<file path="config.mk">
export PLATFORM = sky130hd
export DESIGN_NAME = mycpu_exe
export DESIGN_NICKNAME = d
export VERILOG_FILES = /design/src/rtl/mycpu_exe.sv
export SDC_FILE = /design/constraint.sdc
export NUM_CORES = 1
export LEC_CHECK = 0
export ABC_AREA = 1
export CAP_MARGIN = 40
export CORE_MARGIN = 8
export CORE_UTILIZATION = 30
export DETAILED_ROUTE_END_ITERATION = 16
export GPL_ROUTABILITY_DRIVEN = 0
export SETUP_SLACK_MARGIN = 0.5
export SLEW_MARGIN = 15
export SYNTH_ARGS = -nofsm -noshare
export SYNTH_HDL_FRONTEND = slang
export SYNTH_SLANG_ARGS = --single-unit
</file>
<file path="constraint.sdc">
create_clock -name clk -period 4.8 [get_ports clk]
set_input_delay 0.96 -clock clk [delete_from_list [all_inputs] [get_ports clk]]
set_output_delay 0.96 -clock clk [all_outputs]
set_load 0.01 [all_outputs]
</file>
<file path="src/rtl/mycpu_exe.sv">
// EXE stage of the 5-stage pipeline: ALU, data-SRAM request generation and
// the EXE/MEM pipeline register with its forwarding tap.
module mycpu_exe (
  input  logic        clk,
  input  logic        rst,
  input  logic        id_valid,
  input  logic [31:0] id_op1,
  input  logic [31:0] id_op2,
  input  logic [31:0] id_pc,
  input  logic [4:0]  id_target_reg,
  input  logic [31:0] id_store_cont,
  input  logic [3:0]  id_alu_op,
  input  logic        id_regfile_wen,
  input  logic [5:0]  id_ls_mode,
  input  logic        mem_allow_in,
  output logic        exe_allow_in,
  output logic        data_sram_en,
  output logic [3:0]  data_sram_wen,
  output logic [31:0] data_sram_addr,
  output logic [31:0] data_sram_wdata,
  output logic [5:0]  exe_fwd_tag,
  output logic [31:0] exe_fwd_data,
  output logic        exe2mem_valid,
  output logic [31:0] exe2mem_pc,
  output logic [31:0] exe2mem_result,
  output logic [4:0]  exe2mem_target_reg,
  output logic        exe2mem_regfile_wen,
  output logic [5:0]  exe2mem_ls_mode,
  output logic [1:0]  exe2mem_addr_low,
  output logic        exe2mem_ovf
);
  typedef struct packed {
    logic [31:0] pc;
    logic [31:0] result;
    logic [4:0]  tgt;
    logic        wen;
    logic [5:0]  ls;
    logic        ovf;
  } em_t;

  em_t         em_q, em_d;
  logic        vld_q;
  logic [31:0] alu_res, sum, diff;
  logic [4:0]  shamt;
  logic        ovf;
  logic        xfer, fwd_hit;
  logic [1:0]  a;
  logic [3:0]  wen_raw;

  always_comb begin
    sum     = id_op1 + id_op2;
    diff    = id_op1 - id_op2;
    shamt   = id_op1[4:0];
    alu_res = '0;
    ovf     = 1'b0;
    case (id_alu_op)
      4'b0000, 4'b1100: alu_res = sum;
      4'b0001, 4'b1101: alu_res = diff;
      4'b0010: alu_res = {31'b0, $signed(id_op1) < $signed(id_op2)};
      4'b0011: alu_res = {31'b0, id_op1 < id_op2};
      4'b0100: alu_res = id_op1 & id_op2;
      4'b0101: alu_res = id_op1 | id_op2;
      4'b0110: alu_res = id_op1 ^ id_op2;
      4'b0111: alu_res = ~(id_op1 | id_op2);
      4'b1000: alu_res = id_op2 << shamt;
      4'b1010: alu_res = id_op2 >> shamt;
      4'b1011: alu_res = $unsigned($signed(id_op2) >>> shamt);
      default: alu_res = '0;
    endcase
    // signed overflow: operands agree (add) / differ (sub) in sign and result sign flips
    if (id_alu_op == 4'b1100)
      ovf = (id_op1[31] == id_op2[31]) && (sum[31] != id_op1[31]);
    else if (id_alu_op == 4'b1101)
      ovf = (id_op1[31] != id_op2[31]) && (diff[31] != id_op1[31]);
  end

  assign exe_allow_in = !vld_q || mem_allow_in;
  assign xfer         = id_valid && exe_allow_in;

  // Byte lanes and data alignment for B/H/W/WL/WR stores
  always_comb begin
    a               = alu_res[1:0];
    wen_raw         = 4'b0000;
    data_sram_wdata = id_store_cont;
    case (id_ls_mode[3:1])
      3'b000: begin
        wen_raw         = 4'b0001 << a;
        data_sram_wdata = {4{id_store_cont[7:0]}};
      end
      3'b001: begin
        wen_raw         = a[1] ? 4'b1100 : 4'b0011;
        data_sram_wdata = {2{id_store_cont[15:0]}};
      end
      3'b010: wen_raw = 4'b1111;
      3'b011: begin
        wen_raw         = 4'b1111 >> (~a);
        data_sram_wdata = id_store_cont >> {~a, 3'b000};
      end
      3'b100: begin
        wen_raw         = 4'b1111 << a;
        data_sram_wdata = id_store_cont << {a, 3'b000};
      end
      default: wen_raw = 4'b0000;
    endcase
  end

  assign data_sram_en   = !rst && xfer && (id_ls_mode[5] || id_ls_mode[4]);
  assign data_sram_wen  = (data_sram_en && id_ls_mode[4]) ? wen_raw : 4'b0000;
  assign data_sram_addr = {alu_res[31:2], 2'b00};

  always_comb begin
    em_d        = '0;
    em_d.pc     = id_pc;
    em_d.result = alu_res;
    em_d.tgt    = id_target_reg;
    em_d.wen    = id_regfile_wen && !ovf;
    em_d.ls     = id_ls_mode;
    em_d.ovf    = ovf;
  end

  always_ff @(posedge clk or posedge rst) begin
    if (rst) begin
      vld_q <= 1'b0;
      em_q  <= '0;
    end else if (xfer) begin
      vld_q <= 1'b1;
      em_q  <= em_d;
    end else if (mem_allow_in) begin
      vld_q <= 1'b0;
    end
  end

  assign exe2mem_valid       = vld_q;
  assign exe2mem_pc          = em_q.pc;
  assign exe2mem_result      = em_q.result;
  assign exe2mem_target_reg  = em_q.tgt;
  assign exe2mem_regfile_wen = em_q.wen;
  assign exe2mem_ls_mode     = em_q.ls;
  assign exe2mem_addr_low    = em_q.result[1:0];
  assign exe2mem_ovf         = em_q.ovf;

  // r0 never forwards, so consumers see zero without a special case
  assign fwd_hit      = vld_q && em_q.wen && (em_q.tgt != 5'd0);
  assign exe_fwd_tag  = fwd_hit ? {em_q.ls[5], em_q.tgt} : 6'b0;
  assign exe_fwd_data = fwd_hit ? em_q.result : 32'b0;
endmodule
</file>
# Word level (Yosys, flattened, before mapping)
# Index checks and enable logic that the tools add are counted.
dict set report totals {
  ff_bits 78
  latch_bits 0
  mem_bits_rw 0
  rom_bits 0
  out_inout_bits 188
  wordCells 75
  memories 0
}
dict set report op_classes {
  n_addsub 2
  multipliers 0
  n_div 0
  order_cmp 2
  n_eq_ne 20
  shift 8
  n_mux 11
  bitwise_logic 5
  n_reduce_logical 20
}
# op count
set ops {}
lappend ops {{$pmux W32 S11} 1}
lappend ops {{$pmux W32 S4} 1}
lappend ops {{$lt A32 B32 Y1} 2}
lappend ops {{$shl A32 B5 Y32} 2}
lappend ops {{$shr A32 B5 Y32} 2}
lappend ops {{$add A32 B32 Y32} 1}
lappend ops {{$and A32 B32 Y32} 1}
lappend ops {{$mux W32} 1}
lappend ops {{$not A32 Y32} 1}
lappend ops {{$or A32 B32 Y32} 1}
lappend ops {{$sshr A32 B5 Y32} 1}
lappend ops {{$sub A32 B32 Y32} 1}
lappend ops {{$xor A32 B32 Y32} 1}
lappend ops {{$eq A4 B4 Y1 const B} 5}
lappend ops {{$pmux W4 S5} 1}
lappend ops {{$eq A4 B3 Y1 const B} 4}
lappend ops {{$logic_and A1 B1 Y1} 9}
lappend ops {{$eq A4 B2 Y1 const B} 2}
lappend ops {{$mux W4} 2}
lappend ops {{$eq A3 B2 Y1 const B} 2}
lappend ops {{$mux W6} 1}
lappend ops {{$reduce_bool A5 Y1} 1}
lappend ops {{$eq A4 B1 Y1 const B} 1}
lappend ops {{$logic_not A4 Y1} 1}
lappend ops {{other kinds (14)} 23}

# Depth between registers and ports, before layout
# Gate-level depths: netlist of run 1.
dict set report logic_depth {
  word_depth 7
  depth_mapped 24
  mapped_depth_nobuf 20
}

# Worst setup path after synthesis of run 1
# OpenSTA, ideal clock, no wires.
dict set report synth_timing {
  path_kind {input -> output}
  startpoint {input port id_op1[4]}
  endpoint {output port data_sram_wdata[0]}
  arrival_time_ps 3763
  required_time_ps 3840
  setup_slack_ps 77
  stages 22
  cell_sequence {clkbuf_1 > inv_1 > clkbuf_1 > buf_1 > ha_1 > buf_2 > inv_2 > nand2_1 > nor3_2 > nand2_1 > nand2_1 > nand2_1 > nand2_2 > nand2_2 > nand2_1 > nor2_2 > nor2_8 > buf_2 > nand3_1 > nand3_1 > nand3_1 > a21oi_1}
}
dict set report synth_via {
  elab_chain_len 5
  word_cells_on_any_way 10
  cone_classes {2 x order compare; 5 x shift; 2 x mux; 1 x bitwise}
}
# element line_no
set synth_lines {}
lappend synth_lines {{from (decl)} 7} ;# input logic [31:0] id_op1,
lappend synth_lines {{$lt A32 B32 Y1 (tied with other cells)} 60} ;# 4'b0011: alu_res = {31'b0, id_op1 < id_op2};
lappend synth_lines {{$pmux W32 S11 *} 56} ;# case (id_alu_op)
lappend synth_lines {{$not A2 Y2} 97} ;# data_sram_wdata = id_store_cont >> {~a, 3'b000};
lappend synth_lines {{$shr A32 B5 Y32} 97}
lappend synth_lines {{$pmux W32 S4 *} 85} ;# case (id_ls_mode[3:1])
lappend synth_lines {{to (decl)} 20} ;# output logic [31:0] data_sram_wdata,
# Every way passes the cells marked *; elsewhere a longest branch is shown, timed or not.

# Final worst setup path of run 1
dict set report layout_timing {
  startpoint {input port id_op2[29]}
  endpoint {output port data_sram_wdata[14]}
}
dict set report layout_via {
  elab_chain_len 5
  word_cells_on_any_way 10
  cone_classes {2 x order compare; 5 x shift; 2 x mux; 1 x bitwise}
}
# element line_no
set layout_lines {}
lappend layout_lines {{from (decl)} 8} ;# input logic [31:0] id_op2,
lappend layout_lines {{$lt A32 B32 Y1 (tied with other cells)} 60}
lappend layout_lines {{$pmux W32 S11 *} 56}
lappend layout_lines {{$not A2 Y2} 97}
lappend layout_lines {{$shr A32 B5 Y32} 97}
lappend layout_lines {{$pmux W32 S4 *} 85}
# Marked as above.

==> impl_results.md, run 1 <==
* Status: complete, no violations
* CTS Buf Count at 9
* Worst path cell trace: clkdlybuf4s18_2 > inv_2 > ha_4 > nor2_4 > nand2_2 > nor2_4 > and3_4 > nand2_4 > nand2_4 > nor2_4 > nor2_8 > nand2_8 > buf_12 > buf_6 > buf_16 > nand2_4 > nand2_2 > nand2_2 > nand2_1 > nand3b_1 > buf_2
* Worst Hold Path EP: exe2mem_pc[19]
* Die Span X at 234 um
* Layout area overhead at 78.6%
* Die area at ~0.055 mm^2
* Placed instance area at 0.0221 mm^2
* R2r setup slk at 2.81 ns
* Mapped Cells at 2574
* Num ports at 336
* Synth warn at 0
* Post-synth EDFFs at 0
* Clock Skew at 0.00465 ns
* # setup viols final at 0
* CTS clk-pin slew, worst paths at 0.06 ns
* CTS sink cnt at 78
* Root Buffer: clkbuf_16
* Worst path arrival time at between 3 and 4 ns
* Post-synthesis adder-cell area fraction at under 10%
* Netlist cell types at 62
* Worst EP required at 3.84 ns
* Yosys reg bits at 78
* DRC Markers at 0
* Core ar. at 0.0473 mm^2
* Critical path launch point type: input pin
* Post-synthesis mux area share at 0.491%
* R2r startpoint: exe2mem_valid
* Latest clock arrival within the worst-skew pair at 0.35 ns
* HP Start: exe2mem_pc[19]
* Endpoints failing hold at 0
* Die Y at 234 um
* Slew Limit Fails at 0
* Layout cells sized above 1 at approximately 39%
* Sequential element share of the synthesized area at 13.7%
* Largest family of logic cells by synthesized area: simple AND/OR/NAND/NOR gates
* Initial Util at 30.2%
* Crit path depth at 21
* Vias/cell at 5.55
* Final period util at 97.2%
* WL per Instance at 21.8 um
* CTS Buffer Depth at 2
* Dominant synthesized flop cell: dfrtp_1
* XOR/XNOR Fraction of Synth Area at less than 1%
* CTS tree: built
* CTS Hold Bufs at 0
* Worst R2R End: exe2mem_target_reg[4]
* Routed Antenna Nets at 0
* Dpl hpwl at between 60000 and 70000 um
* RSZ-0062 raised after global routing: yes
* H-Tree Depth at 3
* CP Class: in -> out
* Congestion Overflow GR at 0
* Initial antenna violation count at 6
* 1st-pass router iterations at 6
* Clock period minus worst slack at 4.67 ns
* Total track usage at 29.9%
* Port-buffer cells at 333
* Fin area at 0.0255 mm^2
* Final Util at 53.9%
* Slowest stage delay, CP at 0.30 ns
* Max_cap viols at 0
* Worst vdd ir at 0.000124 V
* P_leak at approximately 12 nW
* First-pass GRT wire length at 127000 um
* Worst rel slew slack at 48.5%
* 1st-iter DRT viols at 2771
* Fmax at 214 MHz
* Buf/Inv on CP at 6
* CP max FO at 7
* Async SR Flop Fraction at 100%
* Number of global-route vias before repair at 21500
* Nets@finish at 3677
* Synth Area in Compound Gates at 21.5%
* CP top delay family: simple AND/OR/NAND/NOR gates
* Largest net degree at the start of global routing at 80
* Vias at 22500
* Power density of the placed cells at 192 mW/mm^2
* Slowest CP cell: clkdlybuf4s18_2
* Reg2reg path depth at 6
* Worst-margin pin slew at 0.771 ns
* Hold path cells at 2
* Cell Rows at 80
* Worst Setup End Kind: output pin
* Worst hold path class: reg -> reg
* Synth Cell Area at 0.0143 mm^2
* Simple-Gate Fraction of Synth Area at between 40% and 50%
* Drt total wl at a little under 90000 um
* Avg Cell Area, Syn at around 5.5 um^2
cell usage after synthesis (all sizes together), types with 3 or more instances:
library cell  count  area (um^2)
a2111oi           3         26.3
a211oi            9         67.6
a21boi            3         22.5
a21o              3         22.5
a21oi           161          821
a221oi           10         87.6
a31oi            16          100
and2              5         31.3
buf             109          689
clkbuf           53          200
clkinv            3         11.3
dfrtp            78         1950
ha               96         1200
inv             286         1080
mux2i             7         70.1
nand2           790         3000
nand3           270         1380
nand3b            5         37.5
nand4            36          225
nor2            243          966
nor3             19          105
nor4              8         50.1
o2111ai          10         87.6
o211ai           29          218
o21a              9         67.6
o21ai           242         1210
o21bai            6         45.0
o221ai            9         78.8
o22ai            14         87.6
o31ai             4         30.0
or2              18          113
xor2              5         43.8
where the power goes:
group | total [W] | switching [W] | leakage (nW) | internal [W]
logic | 0.00343 | 0.00188 | 11.3 | 0.00155
registers | 0.000832 | 0.0000713 | 0.977 | 0.000761
clock network | 0.000620 | 0.000264 | 0.126 | 0.000356
total | 0.00489 | 0.00222 | 12.4 | 0.00267
worst max-delay path by stage:
stage / from / end / slack (ns)
after floorplan: id_op1[3] / data_sram_wdata[0] / 0.50
after global placement: id_op2[12] / data_sram_addr[18] / -0.62
after detailed placement: id_op2[12] / data_sram_addr[18] / -0.59
after CTS: id_op2[29] / data_sram_addr[11] / 0.27
after global routing: id_op1[0] / data_sram_wdata[14] / 0.11
final: id_op2[29] / data_sram_wdata[14] / 0.13
area by class of cell:
| type | instances | area (um^2) |
|---|---|---|
| antenna | 5 | 12.5 |
| sequential | 78 | 1950 |
| inverter | 289 | 1120 |
| fill | 4531 | 21800 |
| timing repair buffer | 1006 | 8630 |
| clock inverter | 4 | 25.0 |
| multi-input combinational | 2047 | 12800 |
| tap | 615 | 769 |
| clock buffer | 10 | 239 |
repair_timing:
item | CTS | global route
gates resized for setup | 765 | 349
gates cloned | 11 | 2
setup buffers | 51 | 30
endpoints found under the setup margin | 66 | 66
pin swaps | 118 | 130
cells in the final DEF (no fill, tap or decap), drive strengths merged, types with 6 or more instances in the layout:
master and instances:
inv 285, a211oi 9, clkdlybuf4s50 199, clkbuf 34, nand4 36, clkdlybuf4s15 24, dfrtp 78, or2 18
nand2 790, o22ai 14, a221oi 10, dlygate4sd2 11, buf 745, nor4 8, a21oi 161, nand3 270
nor3 19, nor2 244, ha 96, o21a 9, o2111ai 10, o221ai 9, mux2i 7, o21bai 6
clkinv 6, a31oi 16, o21ai 242, o211ai 29
kinds of logic (layout without fill, tap and decap cells):
| family | Yosys count | count (layout) |
|---|---|---|
| buf+inv | 451 | 1309 |
| flops | 78 | 78 |
| simple gates | 1396 | 1397 |
| mux | 7 | 7 |
| compound gates | 538 | 538 |
| fa+ha+maj | 98 | 98 |
| other cells | 1 | 7 |
| xor+xnor | 5 | 5 |
worst reg2reg max path, cell delays in order (launching register included):
cell      delay (ns)
dfrtp_1         0.39
nand2_1         0.12
nand2_2         0.07
clkinv_2        0.25
buf_4           0.68
nand2_1         0.25
o21ai_0         0.14
layer usage:
metal  share of wire [%]  vias up  GRT usage (%)
met2                  43     1629           47.3
met3                  13      408           7.89
met5               0.049        -              0
li1                    -    10200              -
met1                  37    10300           36.5
met4                 7.3        6           17.1
through the flow:
step	std cells	setup slack [ns]	setup TNS, ns	total power, W	hold WS, ns
floorplan	2575	0.504	0	0.00209	0.515
global placement	3941	-0.620	-25.22	0.00358	0.461
detailed placement	3941	-0.585	-26.87	0.00362	0.464
CTS	4017	0.265	0	0.00455	0.480
global route	4050	0.111	0	0.00513	0.492
finish	4054	0.135	0	0.00489	0.479
Note: power is estimated with default switching activity, not from simulation.
==> run 2, diff against run 1 <==
ABC_CLOCK_PERIOD_IN_PS = 4800   (was not set)
==> results of run 2 <==
The final DEF is identical to that of run 1; final timing and power are the same.
